`src/rtl/dac_update_sequencer.sv`:
```
// ---------------------------------------------------------------------------
// dac_update_sequencer
//
// Watches writes into a 16-entry DAC register file. Each written channel is
// marked dirty. Dirty channels are sent to an LTC2668-style DAC one at a time
// in round-robin order. Each frame is three bytes on an external SPI byte
// master: command nibble, channel nibble, then the 16-bit code.
//
// Parameters
//   CMD_CODE  command nibble placed in the top of every frame
//   CS_GAP    minimum idle cycles (chip select high) between frames, 1..15
//
// Ports
//   i_FPGA_clk      system clock, rising edge
//   i_FPGA_rst      asynchronous reset, active low
//   i_write         register-file write strobe (one cycle per write)
//   i_waddr         channel being written while i_write is high
//   o_raddr         register-file read address
//   i_rdData        register-file read data, valid one cycle after o_raddr
//   i_enable        high allows a new frame to start
//   i_master_ready  SPI master can accept a byte
//   o_TXByte        byte handed to the SPI master
//   o_TXdv          one-cycle byte-valid strobe
//   o_cs_n          DAC chip select, active low
//   o_busy          high whenever the sequencer is not idle
//   o_done          one-cycle pulse as a frame completes (o_cs_n rising)
//
// Timing note: every output is a register. An action named for a state
// (for example "assert chip select" in LATCH) becomes visible in the cycle
// after that state. So o_cs_n falls as SEND begins, o_TXdv is high during
// the first WAITLOW cycle, and o_done/o_cs_n rise together as GAP begins.
// ---------------------------------------------------------------------------
module dac_update_sequencer #(
  parameter logic [3:0]  CMD_CODE = 4'b0011,
  parameter int unsigned CS_GAP   = 4
) (
  input  logic        i_FPGA_clk,
  input  logic        i_FPGA_rst,
  input  logic        i_write,
  input  logic [3:0]  i_waddr,
  output logic [3:0]  o_raddr,
  input  logic [15:0] i_rdData,
  input  logic        i_enable,
  input  logic        i_master_ready,
  output logic [7:0]  o_TXByte,
  output logic        o_TXdv,
  output logic        o_cs_n,
  output logic        o_busy,
  output logic        o_done
);

  typedef enum logic [2:0] {
    IDLE,
    READ,
    LATCH,
    SEND,
    WAITLOW,
    WAITHIGH,
    FINISH,
    GAP
  } state_t;

  state_t      state_q,    state_d;
  logic [15:0] dirty_q,    dirty_d;
  logic [3:0]  rr_ptr_q,   rr_ptr_d;
  logic [3:0]  channel_q,  channel_d;
  logic [3:0]  raddr_q,    raddr_d;
  logic [23:0] frame_q,    frame_d;
  logic [1:0]  byte_idx_q, byte_idx_d;
  logic [3:0]  gap_cnt_q,  gap_cnt_d;
  logic [7:0]  tx_byte_q,  tx_byte_d;
  logic        tx_dv_q,    tx_dv_d;
  logic        cs_n_q,     cs_n_d;
  logic        done_q,     done_d;

  logic        pick_valid;
  logic [3:0]  pick_ch;
  logic [3:0]  cand;

  // Round-robin arbiter. Scan the 16 channels starting at rr_ptr and
  // wrapping past 15 back to 0. The first dirty channel found wins. rr_ptr
  // always points just past the last channel sent, so a busy channel cannot
  // starve the others.
  always_comb begin
    pick_valid = 1'b0;
    pick_ch    = 4'd0;
    cand       = 4'd0;
    for (int i = 0; i < 16; i++) begin
      cand = rr_ptr_q + 4'(i);
      if (!pick_valid && dirty_q[cand]) begin
        pick_valid = 1'b1;
        pick_ch    = cand;
      end
    end
  end

  // Next-state and datapath logic. All registers hold by default. The
  // strobes (o_TXdv, o_done) default low, so each lasts exactly one cycle.
  always_comb begin
    state_d    = state_q;
    dirty_d    = dirty_q;
    rr_ptr_d   = rr_ptr_q;
    channel_d  = channel_q;
    raddr_d    = raddr_q;
    frame_d    = frame_q;
    byte_idx_d = byte_idx_q;
    gap_cnt_d  = gap_cnt_q;
    tx_byte_d  = tx_byte_q;
    tx_dv_d    = 1'b0;
    cs_n_d     = cs_n_q;
    done_d     = 1'b0;

    case (state_q)
      IDLE: begin
        if (i_enable && pick_valid) begin
          raddr_d   = pick_ch;
          channel_d = pick_ch;
          state_d   = READ;
        end
      end

      // The register file has one cycle of read latency.
      READ: begin
        state_d = LATCH;
      end

      // The frame is frozen here. Later writes only mark channels dirty
      // again; they never change a frame already in progress.
      LATCH: begin
        frame_d             = {CMD_CODE, channel_q, i_rdData};
        dirty_d[channel_q]  = 1'b0;
        rr_ptr_d            = channel_q + 4'd1;
        cs_n_d              = 1'b0;
        byte_idx_d          = 2'd0;
        state_d             = SEND;
      end

      SEND: begin
        if (i_master_ready) begin
          tx_dv_d = 1'b1;
          case (byte_idx_q)
            2'd0:    tx_byte_d = frame_q[23:16];
            2'd1:    tx_byte_d = frame_q[15:8];
            default: tx_byte_d = frame_q[7:0];
          endcase
          state_d = WAITLOW;
        end
      end

      // The master needs up to one cycle to drop ready after o_TXdv. We
      // wait to see it low, so the old ready is not taken as byte done.
      WAITLOW: begin
        if (!i_master_ready) begin
          state_d = WAITHIGH;
        end
      end

      WAITHIGH: begin
        if (i_master_ready) begin
          if (byte_idx_q < 2'd2) begin
            byte_idx_d = byte_idx_q + 2'd1;
            state_d    = SEND;
          end else begin
            state_d = FINISH;
          end
        end
      end

      FINISH: begin
        cs_n_d    = 1'b1;
        done_d    = 1'b1;
        gap_cnt_d = 4'(CS_GAP);
        state_d   = GAP;
      end

      // The counter is loaded with CS_GAP and counts down to zero. GAP
      // therefore lasts CS_GAP+1 cycles with chip select high.
      GAP: begin
        if (gap_cnt_q == 4'd0) begin
          state_d = IDLE;
        end else begin
          gap_cnt_d = gap_cnt_q - 4'd1;
        end
      end

      default: begin
        state_d = IDLE;
      end
    endcase

    // A write is applied after the LATCH clear. If the channel being sent
    // is rewritten in that same cycle, it stays dirty and is sent again.
    if (i_write) begin
      dirty_d[i_waddr] = 1'b1;
    end
  end

  // State register. Reset is asynchronous, so chip select rises and
  // o_TXdv drops at once, even mid-frame, and pending dirty bits are lost.
  always_ff @(posedge i_FPGA_clk or negedge i_FPGA_rst) begin
    if (!i_FPGA_rst) begin
      state_q    <= IDLE;
      dirty_q    <= 16'd0;
      rr_ptr_q   <= 4'd0;
      channel_q  <= 4'd0;
      raddr_q    <= 4'd0;
      frame_q    <= 24'd0;
      byte_idx_q <= 2'd0;
      gap_cnt_q  <= 4'd0;
      tx_byte_q  <= 8'd0;
      tx_dv_q    <= 1'b0;
      cs_n_q     <= 1'b1;
      done_q     <= 1'b0;
    end else begin
      state_q    <= state_d;
      dirty_q    <= dirty_d;
      rr_ptr_q   <= rr_ptr_d;
      channel_q  <= channel_d;
      raddr_q    <= raddr_d;
      frame_q    <= frame_d;
      byte_idx_q <= byte_idx_d;
      gap_cnt_q  <= gap_cnt_d;
      tx_byte_q  <= tx_byte_d;
      tx_dv_q    <= tx_dv_d;
      cs_n_q     <= cs_n_d;
      done_q     <= done_d;
    end
  end

  assign o_raddr  = raddr_q;
  assign o_TXByte = tx_byte_q;
  assign o_TXdv   = tx_dv_q;
  assign o_cs_n   = cs_n_q;
  assign o_done   = done_q;
  assign o_busy   = (state_q != IDLE);

endmodule

```
`config.mk`:
```
export PLATFORM = sky130hd
export DESIGN_NAME = dac_update_sequencer
export DESIGN_NICKNAME = d
export VERILOG_FILES = /design/src/rtl/dac_update_sequencer.sv
export SDC_FILE = /design/constraint.sdc
export NUM_CORES = 1
export LEC_CHECK = 0
export ABC_AREA = 1
export CAP_MARGIN = 20
export CORE_MARGIN = 8
export CORE_UTILIZATION = 41
export DETAILED_ROUTE_END_ITERATION = 10
export DONT_BUFFER_PORTS = 1
export GPL_ROUTABILITY_DRIVEN = 0
export PLACE_DENSITY_LB_ADDON = 0.12
export SYNTH_ARGS = -nofsm -noshare
export SYNTH_HDL_FRONTEND = slang
export SYNTH_SLANG_ARGS = --single-unit
```
`constraint.sdc`:
```
create_clock -name i_FPGA_clk -period 5.5 [get_ports i_FPGA_clk]
set_input_delay 1.1 -clock i_FPGA_clk [delete_from_list [all_inputs] [get_ports i_FPGA_clk]]
set_output_delay 1.1 -clock i_FPGA_clk [all_outputs]
set_load 0.02 [all_outputs]
```
==> results of run 1 <==
## stage by stage
stage,setup WS [ps],std cells
after floorplan,2560,659
after CTS,1180,803
after global routing,806,803
after detailed placement,1200,787
final,1100,803
after global placement,1280,787
## Yosys cell counts, types with 3 or more instances
master / instances / area (um2)
nand2_2: 3 / 18.8
xnor2_1: 3 / 26.3
o31ai_1: 4 / 30.0
clkinv_1: 3 / 11.3
ha_1: 14 / 175
buf_2: 3 / 15.0
nand2_1: 176 / 661
o221ai_1: 3 / 26.3
nor2_4: 4 / 45.0
dfrtp_1: 64 / 1600
o211ai_1: 4 / 30.0
nand4_2: 5 / 62.6
nand4_1: 13 / 81.3
inv_1: 68 / 255
mux2_2: 7 / 78.8
a21oi_1: 7 / 35.0
a31oi_1: 3 / 18.8
o21ai_0: 50 / 250
clkbuf_1: 4 / 15.0
nor2_1: 55 / 206
o21a_1: 3 / 22.5
inv_2: 9 / 33.8
xor2_1: 7 / 61.3
nand3_1: 115 / 576
nand3b_1: 3 / 22.5
buf_4: 4 / 30.0
## how the worst max path moves through the flow
stage	slack (ps)	to	cells after the start	startpoint
2_1_floorplan	2560	o_raddr[0]$_DFFE_PN0P_	20	rr_ptr_q[1]$_DFFE_PN0P_
3_3_place_gp	1280	o_raddr[1]$_DFFE_PN0P_	18	rr_ptr_q[0]$_DFFE_PN0P_
3_5_place_dp	1200	o_raddr[0]$_DFFE_PN0P_	18	rr_ptr_q[0]$_DFFE_PN0P_
4_1_cts	1180	o_raddr[0]$_DFFE_PN0P_	18	rr_ptr_q[0]$_DFFE_PN0P_
5_1_grt	810	o_raddr[2]$_DFFE_PN0P_	21	rr_ptr_q[0]$_DFFE_PN0P_
6_report	1100	o_raddr[0]$_DFFE_PN0P_	18	rr_ptr_q[0]$_DFFE_PN0P_
## kinds of logic (layout without fill, tap and decap cells)
logic type | count (synthesis) | in the layout
and+or+nand+nor | 383 | 383
xor gates and xnor gates | 10 | 10
DFF | 65 | 65
adders and majority gates | 14 | 14
buffers and inverters | 93 | 97
AOI/OAI and AO/OA | 86 | 86
muxes | 8 | 8
## registers in the layout (all words and copies together) (netlist names)
register    cells
dirty_q        16
state_q         3
rr_ptr_q        4
o_cs_n          1
o_TXdv          1
byte_idx_q      2
gap_cnt_q       4
o_done          1
o_raddr         4
frame_q        21
o_TXByte        8
## metal layers
layer | vias up | global-route usage | part of all wire
met2 | 133 | 0.292 | 0.48
li1 | 2185 | - | -
met1 | 2041 | 0.235 | 0.45
met3 | 23 | 0.0287 | 0.055
met4 | 0 | 0.0670 | 0.019
met5 | - | 0 | 0
## final cells by class
type                       count  area (um2)  share of cell area
clock inverter                 6        48.8             0.00974
multi-input combinational    501        2610               0.521
sequential                    65        1630               0.325
clock buffer                  10         239              0.0477
tap                          140         175              0.0349
timing repair buffer           1        7.51             0.00150
inverter                      80         300              0.0599
==> flow_results.org, run 1 <==
** Die
- Initial core utilization :: 0.422
- Number of ports placed on the die boundary :: 41
- Num rows :: 38
- Die Height :: 122 um
- After floorplanning, the core was sized to cover 10900 um2.
- Area of the die :: 14900 um2
- The floorplan step set the die width to 122 um.

** Synthesis
- The share of the Yosys chip area taken by registers is 0.353.
- Counting flops with an async set or reset pin after synthesis yields a share of 1.00.
- After technology mapping, the gate count stands at 659.
- Compound-cell area share of the yosys netlist :: 0.110
- Post-Synthesis Net Count :: 698
- Average instance area after synthesis :: 7.00 um2
- Post-synth design cell area :: 4610 um2
- Of the total synthesized cell area, the portion taken by XOR and XNOR cells is 0.0190.
- Combinational family with the most area after synthesis :: simple AND/OR/NAND/NOR gates
- In this run, synthesis inferred 0 flip-flops with an integrated enable.
- Unique cell type count in the Yosys netlist :: 45
- Number of storage elements in the synthesis netlist :: 65
- Share of synthesized area spent on multiplexers :: 0.0193
- Of the total synthesized cell area, the portion taken by AND, OR, NAND and NOR gates is 0.380.
- In the synthesized netlist the dominant register cell turns out to be dfrtp_1.
- Yosys warning total :: 0
- Adder and majority cell fraction of the synthesized area :: 0.0380

** Clocking
- Cts-stage hold buffer count :: 0
- Post-CTS repair changed the size of 0 cells.
- In this run, CTS created clock tree buffers numbering 9.
- Clock-pin slew was measured on the worst setup and hold paths at 50 ps.
- H-tree depth :: 3
- No sink is reached through more buffers than the 2 on the longest clock path.
- CTS tree :: done
- Sinks on the clock net :: 65
- Post-CTS setup buffer count :: 0
- Clock latency on the worst-skew pair, taken at its later pin, is 320 ps.
- In this run the clock root is driven by a clkbuf_16.

** Critical path
- Critical Path Sink Type :: register
- Worst R2R Path Depth :: 18
- Sort of element at the start of the critical path :: register
- At the worst endpoint, the required time is 5700 ps.
- Startpoint of the worst-slack reg-to-reg timing path :: rr_ptr_q[0]$_DFFE_PN0P_
- Worst Setup Path Type :: reg2reg
- Worst reg2reg endpoint :: o_raddr[0]$_DFFE_PN0P_
- Arrival time at the worst endpoint :: 4610 ps
- Worst stage delay on the critical path :: 930 ps
- In this design, the largest share of critical-path delay is due to simple AND/OR/NAND/NOR gates.
- Along the worst path, the maximum fanout reaches 24.
- Internal reg-to-reg setup slack :: 1100 ps
- For this design, the slowest cell found on the critical path is dfrtp_1.
- Critical Path, Cell by Cell :: inv_2 > ha_1 > inv_1 > nand3_1 > nand3_1 > nand2_1 > inv_2 > nor2_1 > a21oi_2 > nand4_2 > nor2_4 > nand4_4 > nor2_4 > nand4_2 > nand3_2 > inv_2 > nand3_1 > nand2_1
- Sum of buffers and inverters on the critical path :: 4

** GRT
- Vias in the first global route :: 4211
- Global routing finished with a remaining overflow of 0.
- The number of antenna violations at the first check in global routing came to 0.
- The first global-routing pass estimated 21500 um of wire.
- Pin count of the biggest net entering global routing :: 66
- For this run, the total global-route usage over all layers was measured as 0.179.

** Min path
- Worst min-delay path class :: reg2reg
- The startpoint identified for the worst hold timing path is frame_q[20]$_DFFE_PN0P_.
- Worst hold path endpoint :: frame_q[20]$_DFFE_PN0P_
- Counting instances, the worst hold path has a depth of 1.

** STA
- For the pin with the worst max-slew slack, the measured transition is 898 ps.
- In the final timing run, aggregate negative setup slack is 0 ps.
- Across the routed clock network, the largest skew measured is 8.79 ps.
- Final cycle utilization of the critical path :: 0.800
- Setup repair after global routing missed its margin :: no
- The final max-slew violation count is 0.
- The smallest clock period supported by the final layout is computed as 4400 ps.
- Static timing analysis puts the maximum clock frequency at 227 MHz.
- Worst hold-check slack :: 463 ps
- The number of hold violations in the final report was 0.
- Setup violations remaining at the end of the flow were counted as 0.
- Headroom to the max-slew limit came out at 0.401.

** Routing
- Number of DRC violations after detailed routing :: 0
- The detail route stage leaves a number of antenna-violating nets equal to 0.
- Routed via count :: 4382
- The routed design has 12900 um of wire.
- The pre-antenna-repair detailed-routing pass consisted of 6 iterations.
- Vias per cell :: 5.46
- After the first detailed-routing iteration, the DRC count stood at 331.
- Dividing the detail-routed wire length by the instance count gives 16.0 um.

** Run
- Max-cap violations in this run came to 0.

** Placement
- The placed instances occupy a cell area of 4720 um2.
- DP Wirelength :: 9730 um
- Count of input and output buffers :: 0

** Finish
- In the layout the commonest cells are 176 x nand2_1, 115 x nand3_1, 68 x inv_1.
- The finished cells cover 5010 um2.
- After filler insertion, the fill cell instance count of the layout stands at 1119.
- Fraction of layout instances using a drive strength above 1 :: 0.0875
- Net total in the final layout :: 697
- Core Util, Final :: 0.458
- The number of antenna diodes in the final layout is 0.
- Commonest non-fill, non-tap cell in the layout :: nand2_1
- The area growth from synthesis to layout is 8.62%.

** Outcome
- The run finished with clean final reports.
Power of run 1 is not shown: default switching activity piles up to over one toggle a cycle in this logic, so the estimate is an artifact.
==> run 2: changes to the inputs <==
==> constraint.sdc (replaced) <==
create_clock -name i_FPGA_clk -period 3.6 [get_ports i_FPGA_clk]
set_input_delay 0.72 -clock i_FPGA_clk [delete_from_list [all_inputs] [get_ports i_FPGA_clk]]
set_output_delay 0.72 -clock i_FPGA_clk [all_outputs]
set_load 0.02 [all_outputs]
==> flow_results.org, run 2 (synthesis results as in run 1) <==
** Outcome
- The run finished with clean final reports.

** STA
- Count of final hold-check violations :: 0
- For the pin with the worst max-slew slack, the measured transition is 808 ps.
- Timing would allow up to 314 MHz.
- Slew Limit Headroom :: 0.459
- Setup slack on the critical path of the routed design comes to 411 ps.
- The final max-slew violation count is 0.
- Final cycle utilization of the critical path :: 0.886
- Setup repair after global routing left no endpoint under its margin.
- Clock skew on the completed layout was measured at 9.45 ps.
- Setup violations remaining at the end of the flow were counted as 0.
- Setup total negative slack :: 0 ps
- The clock period could shrink to 3190 ps.

** GRT
- Summed over all layers, the global routing overflow is 0.
- GRT met1 Usage :: 0.227
- Vias in the first global route :: 4320
- Routing usage on met3 :: 0.0416
- GR Util met2 :: 0.292
- GR Util All Layers :: 0.177
- Wire length of the first global-routing pass :: 21100 um
- Entering global routing, the biggest net connects 66 pins.
- Initial antenna violation count :: 0
- The global routing stage identified its most utilized layer as met2.

** Clocking
- For the worst-skew pair, the clock arrives at the later sink with an insertion delay of 330 ps.
- After clock tree synthesis, the setup repair step added 0 buffers.
- Clock transition time at the flip-flop clock pins of the worst setup and hold paths :: 60 ps
- Maximum clock path buffer count :: 2
- The tree is rooted in a clkbuf_16.
- CTS tree :: done
- Cts-stage hold buffer count :: 0
- In this run, post-CTS repair resized a total of 0 instances.
- The clock net in this run drives a total of 65 sinks.
- The number of clock buffers added by TritonCTS is 9.
- H-tree depth :: 3

** Critical path
- Worst stage delay on the critical path :: 470 ps
- Critical Path, Cell by Cell :: inv_2 > ha_1 > inv_1 > nand3_1 > nand3_1 > nand2_1 > nand4_2 > nor2_4 > nand4_2 > nor2_4 > nand4_4 > nor2_4 > nand4_2 > nor2_1 > nor2_1 > nand2_1 > nand2_1
- Worst reg2reg endpoint :: o_raddr[1]$_DFFE_PN0P_
- Critical Path Sink Type :: register
- For the worst setup path, the data arrival time is 3410 ps.
- CP Data Required Time :: 3820 ps
- The startpoint identified for the worst register-to-register timing path is rr_ptr_q[2]$_DFFE_PN0P_.
- Of all nets on the critical path, the largest fanout is 10.
- Internal reg-to-reg setup slack :: 410 ps
- For this design, the slowest cell found on the critical path is ha_1.
- For the worst flop-to-flop path, the logic depth is 17.
- The critical path starts at rr_ptr_q[2]$_DFFE_PN0P_.
- Sort of element at the start of the critical path :: register
- The critical path is of the reg2reg type.
- Last element of the critical path :: o_raddr[1]$_DFFE_PN0P_

** Finish
- From synthesis to final layout, the design area changed by 10.5%.
- After the last flow step, the layout net total stands at 707.
- Number of flip-flops under the largest register name :: 21
- Commonest non-fill, non-tap cell in the layout :: nand2_1
- Final instance area :: 5100 um2
- Of the cells placed in the final design, the portion with a size suffix greater than 1 is 0.104.
- The number of antenna diodes in the final layout is 0.
- Ranked by flip-flop count, first place goes to frame_q.
- Count of non-filler cells in the finished layout :: 813
- In the layout the commonest cells are 176 x nand2_1, 115 x nand3_1, 67 x inv_1.

** Die
- Measured along the x axis, the die boundary spans 122 um.
- Pin placement for this block handled 41 I/O pins.
- Initial core utilization :: 0.422
- Area of the die :: 14900 um2
- Core outline area :: 10900 um2
- Num rows :: 38
- Die Height :: 122 um

** Routing
- Sum of routed wire length over all layers :: 12700 um
- For this run, the detailed router's first-pass iteration total came to 5.
- Number of violations reported at the end of detailed-routing iteration 0 :: 337
- Number of routed nets with antenna violations :: 0
- Number of DRC violations after detailed routing :: 0
- Vias per cell :: 5.47
- Wire per inst :: 15.6 um
- Routed via count :: 4449

** Placement
- The number of placed instances, taps included, is 797.
- Placed instance area :: 4800 um2
- Setup WS pre-CTS :: 332 ps
- Detailed placement finished with a half-perimeter wire length of 9730 um.
- In this run the tool buffered the top-level ports with 0 buffer cells.

** Min path
- Worst min-delay path class :: in2async

** Run
- Max-cap viol count :: 0
==> run 2: changes by cell type in the layout (fill, tap and decap cells not counted) <==
cell | previous run | this run
buf_4 | 1 | 11
clkbuf_8 | 1 | 0
xor2_2 | 0 | 1
inv_1 | 68 | 67
xor2_1 | 7 | 6
inv_8 | 0 | 1
clkinv_4 | 0 | 1
==> run 2: how the worst min path moves through the flow <==
stage,endpoint,slack (ps)
global placement,o_TXByte[6]$_DFFE_PN0P_,430
CTS,o_TXdv$_DFF_PN0_,60
finish,o_TXdv$_DFF_PN0_,80
detailed placement,o_TXdv$_DFF_PN0_,430
global route,o_TXdv$_DFF_PN0_,60
floorplan,byte_idx_q[0]$_DFFE_PN0P_,420
==> run 2: stage by stage <==
step | util | hold WS [ps]
after floorplan | - | 424
after global placement | 0.439 | 426
after detailed placement | 0.439 | 426
after CTS | 0.465 | 59.5
after global routing | 0.466 | 55.2
final | 0.466 | 76.1
==> run 2: worst max-delay path, delay by kind of cell (launching register included) <==
family	cells	cell delay, ps
simple gates	14	1890
fa+ha+maj	1	470
buf+inv	2	360
flops	1	350
==> run 2: per-layer routing <==
metal  part of all wire  routed length [um]  vias to the layer above
li1                   -                   -                     2215
met1               0.45                5770                     2069
met2               0.47                5930                      148
met3              0.066                 839                       17
met4              0.014                 182                        0
met5                  0                   0                        -
==> run 2: final cells by class <==
cell class	instances	area, um2
Sequential cell	65	1630
Tap cell	140	175
Clock inverter	7	61.3
Multi-Input combinational cell	501	2620
Fill cell	1136	5840
Timing Repair Buffer	11	82.6
Clock buffer	9	225
Inverter	80	304
Power of run 2 is left out for the same reason.
==> run 3: changes to the inputs <==
--- a/config.mk
+++ b/config.mk
@@ -12,7 +12,7 @@
 export DETAILED_ROUTE_END_ITERATION = 10
 export DONT_BUFFER_PORTS = 1
 export GPL_ROUTABILITY_DRIVEN = 0
-export PLACE_DENSITY_LB_ADDON = 0.12
+export PLACE_DENSITY = 0.54
 export SYNTH_ARGS = -nofsm -noshare
 export SYNTH_HDL_FRONTEND = slang
 export SYNTH_SLANG_ARGS = --single-unit
==> flow_results.org, run 3 (synthesis results as in run 1) <==
** Routing
- The count of nets left with antenna violations once routing finished came out at 0.
- Wire per inst :: 15.9 um
- The routed design has 12900 um of wire.
- Routed via count :: 4423
- Dividing the detail-routed via count by the number of cells gives 5.45.
- Number of DRC violations after detailed routing :: 0
- After the first detailed-routing iteration, the DRC count stood at 461.
- Before antenna repair, the detailed router went through 5 iterations.

** Critical path
- STA puts the critical path data required time at 3820 ps.
- Traced cell by cell, the critical path runs through inv_2 > ha_1 > clkinvlp_4 > nand3_1 > nand2_1 > o21ai_0 > inv_2 > o21ai_2 > nor2_2 > nand2_1 > nand3b_1 > a31oi_1 > nand3_1 > nand3b_1 > nand3_1 > nand2_1.
- Gate family responsible for the most delay along the worst path :: simple AND/OR/NAND/NOR gates
- The worst setup path is of the reg2reg kind.
- In this run the worst path has a maximum fanout of 12.
- Sort of element at the start of the critical path :: register
- The worst setup path is captured at a register.
- Data on the critical path arrives at its endpoint at 3520 ps.
- Worst-path cell with the longest stage delay :: dfrtp_1
- The largest single stage delay on the critical path is 540 ps.
- Counting both buffers and inverters, the worst setup path holds a total of 3.

** GRT
- Initial antenna violation count :: 0
- For met3 alone, demand over resource in global routing was 0.0393.
- In the global route stage, met2 resource usage came out at 0.307.
- In the global route stage, met1 resource usage came out at 0.227.
- Total global routing overflow :: 0
- GR Util All Layers :: 0.183
- The global routing stage identified its most utilized layer as met2.
- Entering global routing, the biggest net connects 66 pins.
- The first global-routing pass estimated 21500 um of wire.
- The via count of the first global-routing pass was 4248.

** Clocking
- Cts-stage hold buffer count :: 0
- The H-tree was split into 3 levels.
- Clock transition time at the flip-flop clock pins of the worst setup and hold paths :: 60 ps
- In this run, CTS created clock tree buffers numbering 9.
- The clock reaches the later pin of the worst-skew pair after 330 ps.
- Sinks on the clock net :: 65
- CTS tree :: done
- Buffer type at the clock tree root :: clkbuf_16
- Counting along the longest clock path gives a buffer depth of 2.

** STA
- FMAX :: 303 MHz
- Clock period minus final worst setup slack :: 3300 ps
- Final cycle utilization of the critical path :: 0.917
- Count of final hold-check violations :: 0
- Setup repair after global routing missed its margin :: no
- In this run the tightest slew margin relative to its limit is 0.466.
- Slew at the pin closest to its max-slew limit :: 799 ps
- Pins Over Slew Limit :: 0
- Setup total negative slack :: 0 ps
- Setup violations remaining at the end of the flow were counted as 0.
- The clock arrives with 7.20 ps of skew.

** Finish
- Most frequent cells in the layout :: 176 x nand2_1, 115 x nand3_1, 67 x inv_1
- Reg with most FFs :: frame_q
- Layout Area Growth over Synthesis :: 10.8%
- Filler cell count in the final layout :: 1130
- In the final layout, the share of cells above drive strength 1 is 0.103.
- At the end of the flow, the number of nets in the layout was 706.
- The register with the most flip-flops in the layout has 21 of them.
- The number of antenna diodes in the final layout is 0.
- Commonest non-fill, non-tap cell in the layout :: nand2_1

** Placement
- DP Wirelength :: 9930 um
- Count of input and output buffers :: 0

** Die
- Area of the die :: 14900 um2
- Core outline area :: 10900 um2
- Width of the chip :: 122 um
- For this configuration, the core starts out at a cell density of 0.422.
- Number of ports placed on the die boundary :: 41
- Die Height :: 122 um
- After floorplanning, the core was divided into 38 placement rows.

** Run
- Across the run, the number of max-cap violations was 0.

** Min path
- Worst min-delay path class :: in2async

** Outcome
- The run finished with clean final reports.
-- run 3: changes by cell type in the layout (fill, tap and decap cells not counted) --
cell,before,now
buf_4,11,10
clkinv_4,1,0
clkinvlp_4,3,2
bufinv_16,0,1
inv_6,3,4
-- run 3: layout make-up --
cell class	count	area, um2	share of cell area
Inverter	80	304	0.0595
Multi-Input combinational cell	501	2620	0.513
Timing Repair Buffer	10	75.1	0.0147
Clock inverter	7	83.8	0.0164
Clock buffer	9	225	0.0441
Sequential cell	65	1630	0.318
Tap cell	140	175	0.0343
-- run 3: stage by stage --
step | cell area (um2) | setup WS, ps | utilization | hold WS, ps | cells
after floorplan | 4610 | 664 | - | 424 | 659
after global placement | 4790 | 343 | 0.438 | 426 | 796
after detailed placement | 4790 | 257 | 0.438 | 426 | 796
after CTS | 5100 | 247 | 0.466 | 62.7 | 812
after global routing | 5110 | 26.5 | 0.468 | 59.8 | 812
final | 5110 | 298 | 0.468 | 78.6 | 812
-- run 3: metal layers --
layer | vias to the layer above | wire, um
li1 | 2210 | -
met1 | 2074 | 5730
met2 | 125 | 6230
met3 | 14 | 781
met4 | 0 | 193
met5 | - | 0
-- run 3: path summary, 6_finish.rpt --
kind | endpoint | depth (start not counted) | slack (ps) | from
worst min register to register | frame_q[0]$_DFFE_PN0P_ | 2 | 470 | frame_q[0]$_DFFE_PN0P_
worst min-delay path | o_TXByte[6]$_DFFE_PN0P_ | 0 | 80 | i_FPGA_rst
max in group asynchronous | o_cs_n$_DFFE_PN1P_ | 0 | 3330 | i_FPGA_rst
worst max-delay path | o_raddr[0]$_DFFE_PN0P_ | 16 | 300 | rr_ptr_q[0]$_DFFE_PN0P_
min in group i_FPGA_clk | frame_q[0]$_DFFE_PN0P_ | 2 | 470 | frame_q[0]$_DFFE_PN0P_
worst max register to register | o_raddr[0]$_DFFE_PN0P_ | 16 | 300 | rr_ptr_q[0]$_DFFE_PN0P_
-- run 3: worst reg2reg max path, stage by stage, from the launching register on --
cell and delay (ps):
dfrtp_1 540, inv_2 70, ha_1 360, clkinvlp_4 270, nand3_1 210, nand2_1 60, o21ai_0 350, inv_2 60
o21ai_2 290, nor2_2 110, nand2_1 100, nand3b_1 90, a31oi_1 190, nand3_1 130, nand3b_1 200, nand3_1 110
nand2_1 50
-- run 3: timing repair --
action,in CTS,in global routing
resized for setup,0,2
setup endpoints to repair,0,4
setup buffers,0,0
Power of run 3 is left out for the same reason.
